--- src/rtl/wfg_record_pat.sv ---
// rtl/wfg_record_pat.sv - pattern recorder: sync-triggered pin capture into an AXI-Stream FIFO
module wfg_record_pat #(
  parameter int CHANNELS        = 32,
  parameter int AXIS_DATA_WIDTH = 32,
  parameter int FIFO_DEPTH      = 4
) (
  input  logic                       wb_clk_i,
  input  logic                       wb_rst_i,
  input  logic                       ctrl_en_i,
  input  logic [7:0]                 cfg_subcycle_i,
  input  logic [CHANNELS-1:0]        cfg_mask_i,
  input  logic [15:0]                cfg_frame_len_i,
  input  logic                       clr_overflow_i,
  input  logic                       wfg_pat_sync_i,
  input  logic [7:0]                 wfg_pat_subcycle_cnt_i,
  input  logic [CHANNELS-1:0]        pat_din_i,
  input  logic                       wfg_axis_tready_i,
  output logic                       wfg_axis_tvalid_o,
  output logic                       wfg_axis_tlast_o,
  output logic [AXIS_DATA_WIDTH-1:0] wfg_axis_tdata_o,
  output logic                       overflow_o,
  output logic                       active_o
);

  localparam int AW = $clog2(FIFO_DEPTH);

  logic [CHANNELS-1:0]        din_meta;
  logic [CHANNELS-1:0]        din_s;
  logic [CHANNELS-1:0]        masked;
  logic [AXIS_DATA_WIDTH-1:0] sample_word;

  logic [AXIS_DATA_WIDTH-1:0] mem_data [FIFO_DEPTH];
  logic                       mem_last [FIFO_DEPTH];
  logic [AW:0]                wr_ptr;
  logic [AW:0]                rd_ptr;
  logic [15:0]                frame_cnt;

  logic sample_event;
  logic fifo_empty;
  logic fifo_full;
  logic pop;
  logic push;
  logic drop;
  logic frame_last;

  // Two-flop synchronizer for the asynchronous pad inputs
  always_ff @(posedge wb_clk_i or posedge wb_rst_i) begin
    if (wb_rst_i) begin
      din_meta <= '0;
      din_s    <= '0;
    end else begin
      din_meta <= pat_din_i;
      din_s    <= din_meta;
    end
  end

  assign masked = din_s & cfg_mask_i;

  // Fit the masked sample onto the stream width: zero-extend or keep the LSBs
  generate
    if (CHANNELS >= AXIS_DATA_WIDTH) begin : g_trunc
      assign sample_word = masked[AXIS_DATA_WIDTH-1:0];
    end else begin : g_ext
      assign sample_word = {{(AXIS_DATA_WIDTH-CHANNELS){1'b0}}, masked};
    end
  endgenerate

  assign sample_event = ctrl_en_i & wfg_pat_sync_i &
                        (wfg_pat_subcycle_cnt_i == cfg_subcycle_i);

  // The extra pointer bit separates full (MSBs differ) from empty (equal)
  assign fifo_empty = (wr_ptr == rd_ptr);
  assign fifo_full  = (wr_ptr[AW] != rd_ptr[AW]) &&
                      (wr_ptr[AW-1:0] == rd_ptr[AW-1:0]);

  assign pop  = !fifo_empty && wfg_axis_tready_i;
  // A full FIFO still accepts when the head leaves in the same cycle
  assign push = sample_event && (!fifo_full || pop);
  assign drop = sample_event && !push;

  assign frame_last = (cfg_frame_len_i != 16'd0) &&
                      (frame_cnt == cfg_frame_len_i - 16'd1);

  // FIFO storage; no reset needed since reads are gated by the empty flag
  always_ff @(posedge wb_clk_i) begin
    if (push) begin
      mem_data[wr_ptr[AW-1:0]] <= sample_word;
      mem_last[wr_ptr[AW-1:0]] <= frame_last;
    end
  end

  // FIFO pointers advance on accepted pushes and on stream handshakes
  always_ff @(posedge wb_clk_i or posedge wb_rst_i) begin
    if (wb_rst_i) begin
      wr_ptr <= '0;
      rd_ptr <= '0;
    end else begin
      if (push) wr_ptr <= wr_ptr + 1'b1;
      if (pop)  rd_ptr <= rd_ptr + 1'b1;
    end
  end

  // Frame position counts accepted samples only; disabling starts a fresh frame
  always_ff @(posedge wb_clk_i or posedge wb_rst_i) begin
    if (wb_rst_i) begin
      frame_cnt <= '0;
    end else if (!ctrl_en_i) begin
      frame_cnt <= '0;
    end else if (push) begin
      frame_cnt <= frame_last ? 16'd0 : frame_cnt + 16'd1;
    end
  end

  // Sticky overflow where a new drop outranks a same-cycle clear
  always_ff @(posedge wb_clk_i or posedge wb_rst_i) begin
    if (wb_rst_i) begin
      overflow_o <= 1'b0;
    end else if (drop) begin
      overflow_o <= 1'b1;
    end else if (clr_overflow_i) begin
      overflow_o <= 1'b0;
    end
  end

  // Registered enable status
  always_ff @(posedge wb_clk_i or posedge wb_rst_i) begin
    if (wb_rst_i) begin
      active_o <= 1'b0;
    end else begin
      active_o <= ctrl_en_i;
    end
  end

  assign wfg_axis_tvalid_o = !fifo_empty;
  assign wfg_axis_tdata_o  = fifo_empty ? '0 : mem_data[rd_ptr[AW-1:0]];
  assign wfg_axis_tlast_o  = fifo_empty ? 1'b0 : mem_last[rd_ptr[AW-1:0]];

endmodule

--- config.mk ---
export PLATFORM = sky130hd
export DESIGN_NAME = wfg_record_pat
export DESIGN_NICKNAME = d
export VERILOG_FILES = /design/src/rtl/wfg_record_pat.sv
export SDC_FILE = /design/constraint.sdc
export NUM_CORES = 1
export LEC_CHECK = 0
export BUFFER_PORTS_ARGS = -buffer_cell sky130_fd_sc_hd__buf_2
export CAP_MARGIN = 20
export CORE_MARGIN = 1.5
export CORE_UTILIZATION = 30
export DETAILED_ROUTE_END_ITERATION = 6
export PLACE_DENSITY = 0.52
export SLEW_MARGIN = 30
export SYNTH_ARGS = -nofsm -noshare
export SYNTH_HDL_FRONTEND = slang
export SYNTH_SLANG_ARGS = --single-unit
--- constraint.sdc ---
create_clock -name wb_clk_i -period 4.1 [get_ports wb_clk_i]
set_clock_uncertainty 0.2 [all_clocks]
set_input_delay 1.23 -clock wb_clk_i [delete_from_list [all_inputs] [get_ports wb_clk_i]]
set_output_delay 1.23 -clock wb_clk_i [all_outputs]
set_load 0.05 [all_outputs]
Word-level counts from Yosys, hierarchy flattened
Memories as Yosys holds them, arrays and structs flattened.
Index checks and enable logic that the tools add are counted.
W data, S select, Z words.
{"block": "word_totals", "out_inout_bits": 36, "reg_bits": 88, "inputBits": 102, "mem_bits_rw": 132, "memories": 2}
{"name": "mem_data", "depth": 4, "word_bits": 32, "rd": 1, "rd_clocked_by_memory_dff": 0, "write_ports": 1, "line": "32", "rtl": "logic [AXIS_DATA_WIDTH-1:0] mem_data [FIFO_DEPTH];"}
{"name": "mem_last", "depth": 4, "word_bits": 1, "rd": 1, "rd_clocked_by_memory_dff": 0, "write_ports": 1, "line": "33", "rtl": "logic mem_last [FIFO_DEPTH];"}
{"block": "classes", "eq_ne": 6, "n_mux": 9, "reduce_logical": 11, "addsub": 4, "bitwise_logic": 3}
{"cell": "$mux W16", "n": 3}
{"cell": "$and A32 B32 Y32", "n": 1}
{"cell": "$mux W32", "n": 1}
{"cell": "$add A16 B1 Y16 const B", "n": 1}
{"cell": "$eq A16 B16 Y1", "n": 1}
{"cell": "$reduce_bool A16 Y1", "n": 1}
{"cell": "$sub A16 B1 Y16 const B", "n": 1}
{"cell": "$eq A8 B8 Y1", "n": 1}
{"cell": "$add A3 B1 Y3 const B", "n": 2}
{"cell": "$logic_and A1 B1 Y1", "n": 5}
{"cell": "$mux W1", "n": 5}
{"cell": "$eq A3 B3 Y1", "n": 1}
{"cell": "$logic_not A1 Y1", "n": 3}
{"cell": "$and A1 B1 Y1", "n": 2}
{"cell": "$eq A2 B2 Y1", "n": 1}
{"cell": "$ne A2 B1 Y1 const B", "n": 1}
{"cell": "$reduce_bool A2 Y1", "n": 1}
{"cell": "$logic_or A1 B1 Y1", "n": 1}
{"cell": "$ne A1 B1 Y1", "n": 1}

Longest topological paths before layout
{"block": "logic_depth", "ltp_word": 8, "ltp_mapped": 11}

Worst setup path after synthesis
OpenSTA, ideal clock, no wires.
{"block": "synth_path", "path_kind": "reg2out", "from": "register rd_ptr[0]", "to": "output wfg_axis_tdata_o[10]", "stages_incl_launch_ff": 5, "arrival_ns": 2.275, "path_slack_ns": 0.395, "t_required_ns": 2.670, "cell_sequence": "dfrtp_1 -> clkbuf_1 -> buf_1 -> mux4_2 -> nor2b_1"}
{"block": "synth_between", "elab_chain_cells": 2, "word_cells_on_any_way": 3}
{"item": "from (decl)", "line": "35", "rtl": "logic [AW:0] rd_ptr;"}
{"item": "from (signal assigned)", "line": "99", "rtl": "if (pop) rd_ptr <= rd_ptr + 1'b1;"}
{"item": "$mem_v2 Z4 W32 / $eq A3 B3 Y1 (equally long branches)"}
{"item": "$mux W32 *", "line": "135", "rtl": "assign wfg_axis_tdata_o = fifo_empty ? '0 : mem_data[rd_ptr[AW-1:0]];"}
{"item": "to (decl)", "line": "20", "rtl": "output logic [AXIS_DATA_WIDTH-1:0] wfg_axis_tdata_o,"}
Every way passes the cells marked *; elsewhere a longest branch is shown, timed or not.

Worst setup path after layout
{"block": "layout_path", "from": "register wr_ptr[2]", "to": "output wfg_axis_tdata_o[18]"}
{"block": "layout_between", "elab_chain_cells": 2}
{"item": "from (decl)", "line": "34", "rtl": "logic [AW:0] wr_ptr;"}
{"item": "from (signal assigned)", "line": "98", "rtl": "if (push) wr_ptr <= wr_ptr + 1'b1;"}
{"item": "$eq A3 B3 Y1", "line": "72", "rtl": "assign fifo_empty = (wr_ptr == rd_ptr);"}
{"item": "$mux W32", "line": "135"}
Every way passes these cells.

==> results_dict.tcl <==
set metrics [dict create \
    port-buffer-count 137 \
    viasPerCell 4.496 \
    drive_gt1_share_pct 36.89 \
    whs_path_depth 0 \
    clk_latency_ns 0.50 \
    final_nets 806 \
    synth_area_mm2 0.008808 \
    fmax_mhz 258.4 \
    drt_iter0_drc 314 \
    grt_pass1_vias 5289 \
    finalHoldViolCount 0 \
    yosys-top-cells-area "edfxtp_1 (45%), dfrtp_1 (25%), mux4_2 (8.4%)" \
    synthCells 533 \
    antenna_found_initial 0 \
    cellLeakagePower_uw 0.004184 \
    worstMarginPinSlew_ns 0.7772 \
    path_cells "xnor2_1 > nor3b_2 > buf_4 > nor2b_1 > buf_2" \
    fp-row-count 62 \
    grt_max_degree 67 \
    rrSetupSlack_ns 1.44 \
    start_kind "register" \
    setup.worst_path.class "reg -> out" \
    reg2reg_depth 8 \
    min_from "din_meta[20]" \
    cellPowerDensity_mw_per_mm2 594.8 \
    htreeDepth 1 \
    cts_buffers 24 \
    hold_end "din_s[20]" \
    synth_edf_count 132 \
    hold_slack_ns 0.1462 \
    place_hpwl_um 12220 \
    clk_pin_slew_ns 0.06 \
    post-route-period-util_pct 94.40 \
    die_w_um 174.4 \
    syn_avg_cell_area_um2 16.53 \
    synth_warnings 0 \
    synth.distinct_cells 57 \
    grt.overflow.total 0 \
    yosysTopAreaCellShare_pct 45.00 \
    slew_headroom_pct 47.96 \
    dieArea_mm2 0.03040 \
    routed-via-count 4932 \
    first_pass_iters 4 \
    cp_data_required_time_ns 2.67 \
    peakVddDrop_mv 0.2465 \
    cts_tree "built" \
    fin_tns_setup_ns 0 \
    drt-total-wl_um 17970 \
    status "complete, no violations" \
    syn_nets 642 \
    cp_num_buf_inv 2 \
    wl_per_cell_um 16.38 \
    drcViolationCount 0 \
    pin_count 138 \
    synth-main-ff-cell "edfxtp_1" \
    die_h_um 174.4 \
    grt_usage_pct 11.88 \
    clockBufferDepth 3 \
    hold_path.class "reg -> reg" \
    finalSetupViolCount 0 \
    n_fill_cell 2694 \
    antennaDiodeCount 0 \
    postRouteAntennaNets 0 \
    async_flop_share_pct 40.00 \
    area_delta_synth_final_pct 23.78 \
    gp_congestion 0.7781 \
    cp.arrival_ns 2.44 \
    fin_total_pwr_uw 6486 \
    ys_ff_latch 220 \
    period_needed_ns 3.870 \
    cts_resized 0 \
    slew_viol_final 0 \
    grt_pass1_wl_um 28320 \
    slowest_delay_ns 0.70 \
    clock-sinks 220 \
    grt_setup_unrepaired "false" \
    crit_path_max_fanout 7 \
    start_util_pct 30.61 \
    r2r-start "frame_cnt[6]" \
    r2r_end "frame_cnt[15]" \
    core_mm2 0.02878 \
    cap_violations 0 \
    yosysSeqAreaShare_pct 70.00 \
    critPathTopFamily "simple AND/OR/NAND/NOR gates" \
    cp_slowest_cell "nor3b_2" \
    yosys.area.top_type "edfxtp_1" \
    cts_hold_buf 0 \
    cts_setup_buffers 0 \
    crit_path_end_kind "primary output" \
    cts_root_buffer "clkbuf_16" \
    crit_path_start "wr_ptr[2]" \
]
==> state kept, by name, summed over array words and instances (netlist names), 3 cells and up <==
| name | cells |
|---|---|
| frame_cnt | 16 |
| wr_ptr | 3 |
| din_meta | 32 |
| din_s | 32 |
| mem_last | 4 |
| rd_ptr | 3 |
| mem_data | 128 |
==> stage by stage <==
stage	worst slack (ns)	cells	util [%]	cell area, µm²
finish	0.2296	1097	37.88	10900
floorplan	0.3914	533	-	8808
global placement	0.2076	1055	35.18	10120
detailed placement	0.1279	1055	35.18	10120
global route	0.07335	1097	37.88	10900
CTS	0.1299	1097	37.88	10900
==> metal layers <==
layer / vias to the layer above / global-route usage, % / routed length [µm]
met4: 0 / 2.945 / 309
met2: 132 / 21.10 / 9164
met5: - / 0 / 0
met1: 2474 / 14.81 / 7556
li1: 2301 / - / -
met3: 25 / 2.297 / 936
==> synth_stat cells, drive strengths merged (3+ instances only) <==
library cell  number
a21oi              6
and2              39
and3               3
buf                7
clkbuf            11
dfrtp             88
edfxtp           132
ha                 7
inv                9
mux4              33
nand2             18
nand3             10
nand4             11
nand4b             3
nor2              26
nor2b             35
nor3               6
nor4               6
o22ai              3
o31ai              4
or4                4
xnor2             16
xor2              28
==> cells by family after synthesis <==
logic type | count (synthesis) | synth area share [%]
AOI/OAI and AO/OA | 26 | 2.401
xor gates and xnor gates | 44 | 4.375
adders and majority gates | 7 | 0.9943
buffers and inverters | 28 | 1.548
DFF | 220 | 70.00
muxes | 36 | 8.793
and+or+nand+nor | 172 | 11.89
==> area by class of cell <==
cell class	count	area [µm²]	share of cell area, %
multi-input combinational	285	2516	23.08
timing repair buffer	157	923.4	8.469
tap	384	480.5	4.407
sequential	220	6168	56.58
clock inverter	13	93.84	0.8607
clock buffer	29	681.9	6.254
inverter	9	38.79	0.3557
==> power by group <==
group	total [µW]	leakage, µW	internal, µW	switching (µW)
logic	1990	0.00153	651	1340
registers	2430	0.00227	2400	25.2
clock network	2060	0.000381	1240	823
total	6490	0.00418	4300	2190
==> layout by cell type, fill, tap and decap left out, types with 2 or more instances in the layout <==
master / synthesis / layout
a21oi_1: 6 / 6
and2_1: 38 / 34
and2_2: 1 / 5
and3_1: 2 / 2
buf_12: 0 / 7
buf_2: 1 / 137
buf_4: 0 / 13
clkbuf_16: 0 / 26
clkbuf_8: 0 / 2
clkinv_1: 0 / 4
clkinv_2: 0 / 5
clkinvlp_4: 0 / 2
dfrtp_1: 88 / 86
dfrtp_2: 0 / 2
edfxtp_1: 132 / 132
ha_1: 7 / 7
inv_1: 9 / 8
inv_6: 0 / 2
mux2i_1: 2 / 2
mux4_2: 33 / 33
nand2_1: 17 / 17
nand3_1: 10 / 10
nand3b_1: 2 / 2
nand4_1: 9 / 9
nand4_2: 2 / 2
nand4b_1: 3 / 3
nor2_1: 16 / 16
nor2_2: 10 / 10
nor2b_1: 35 / 35
nor3_1: 5 / 5
nor4_1: 4 / 4
o2111ai_1: 2 / 2
o22ai_1: 3 / 3
o31ai_1: 3 / 3
or2_2: 2 / 2
or4_1: 4 / 4
xnor2_1: 16 / 16
xor2_1: 28 / 28
==> worst max path at each step <==
| stage | endpoint | depth (start not counted) | slack [ns] |
|---|---|---|---|
| 6_report | wfg_axis_tdata_o[18] | 5 | 0.23 |
| 5_1_grt | wfg_axis_tdata_o[18] | 5 | 0.07 |
| 4_1_cts | wfg_axis_tdata_o[20] | 5 | 0.13 |
| 3_5_place_dp | frame_cnt[15] | 11 | 0.13 |
| 3_3_place_gp | frame_cnt[15] | 12 | 0.21 |
| 2_1_floorplan | active_o | 1 | 0.39 |
(Power assumes the default switching activity.)
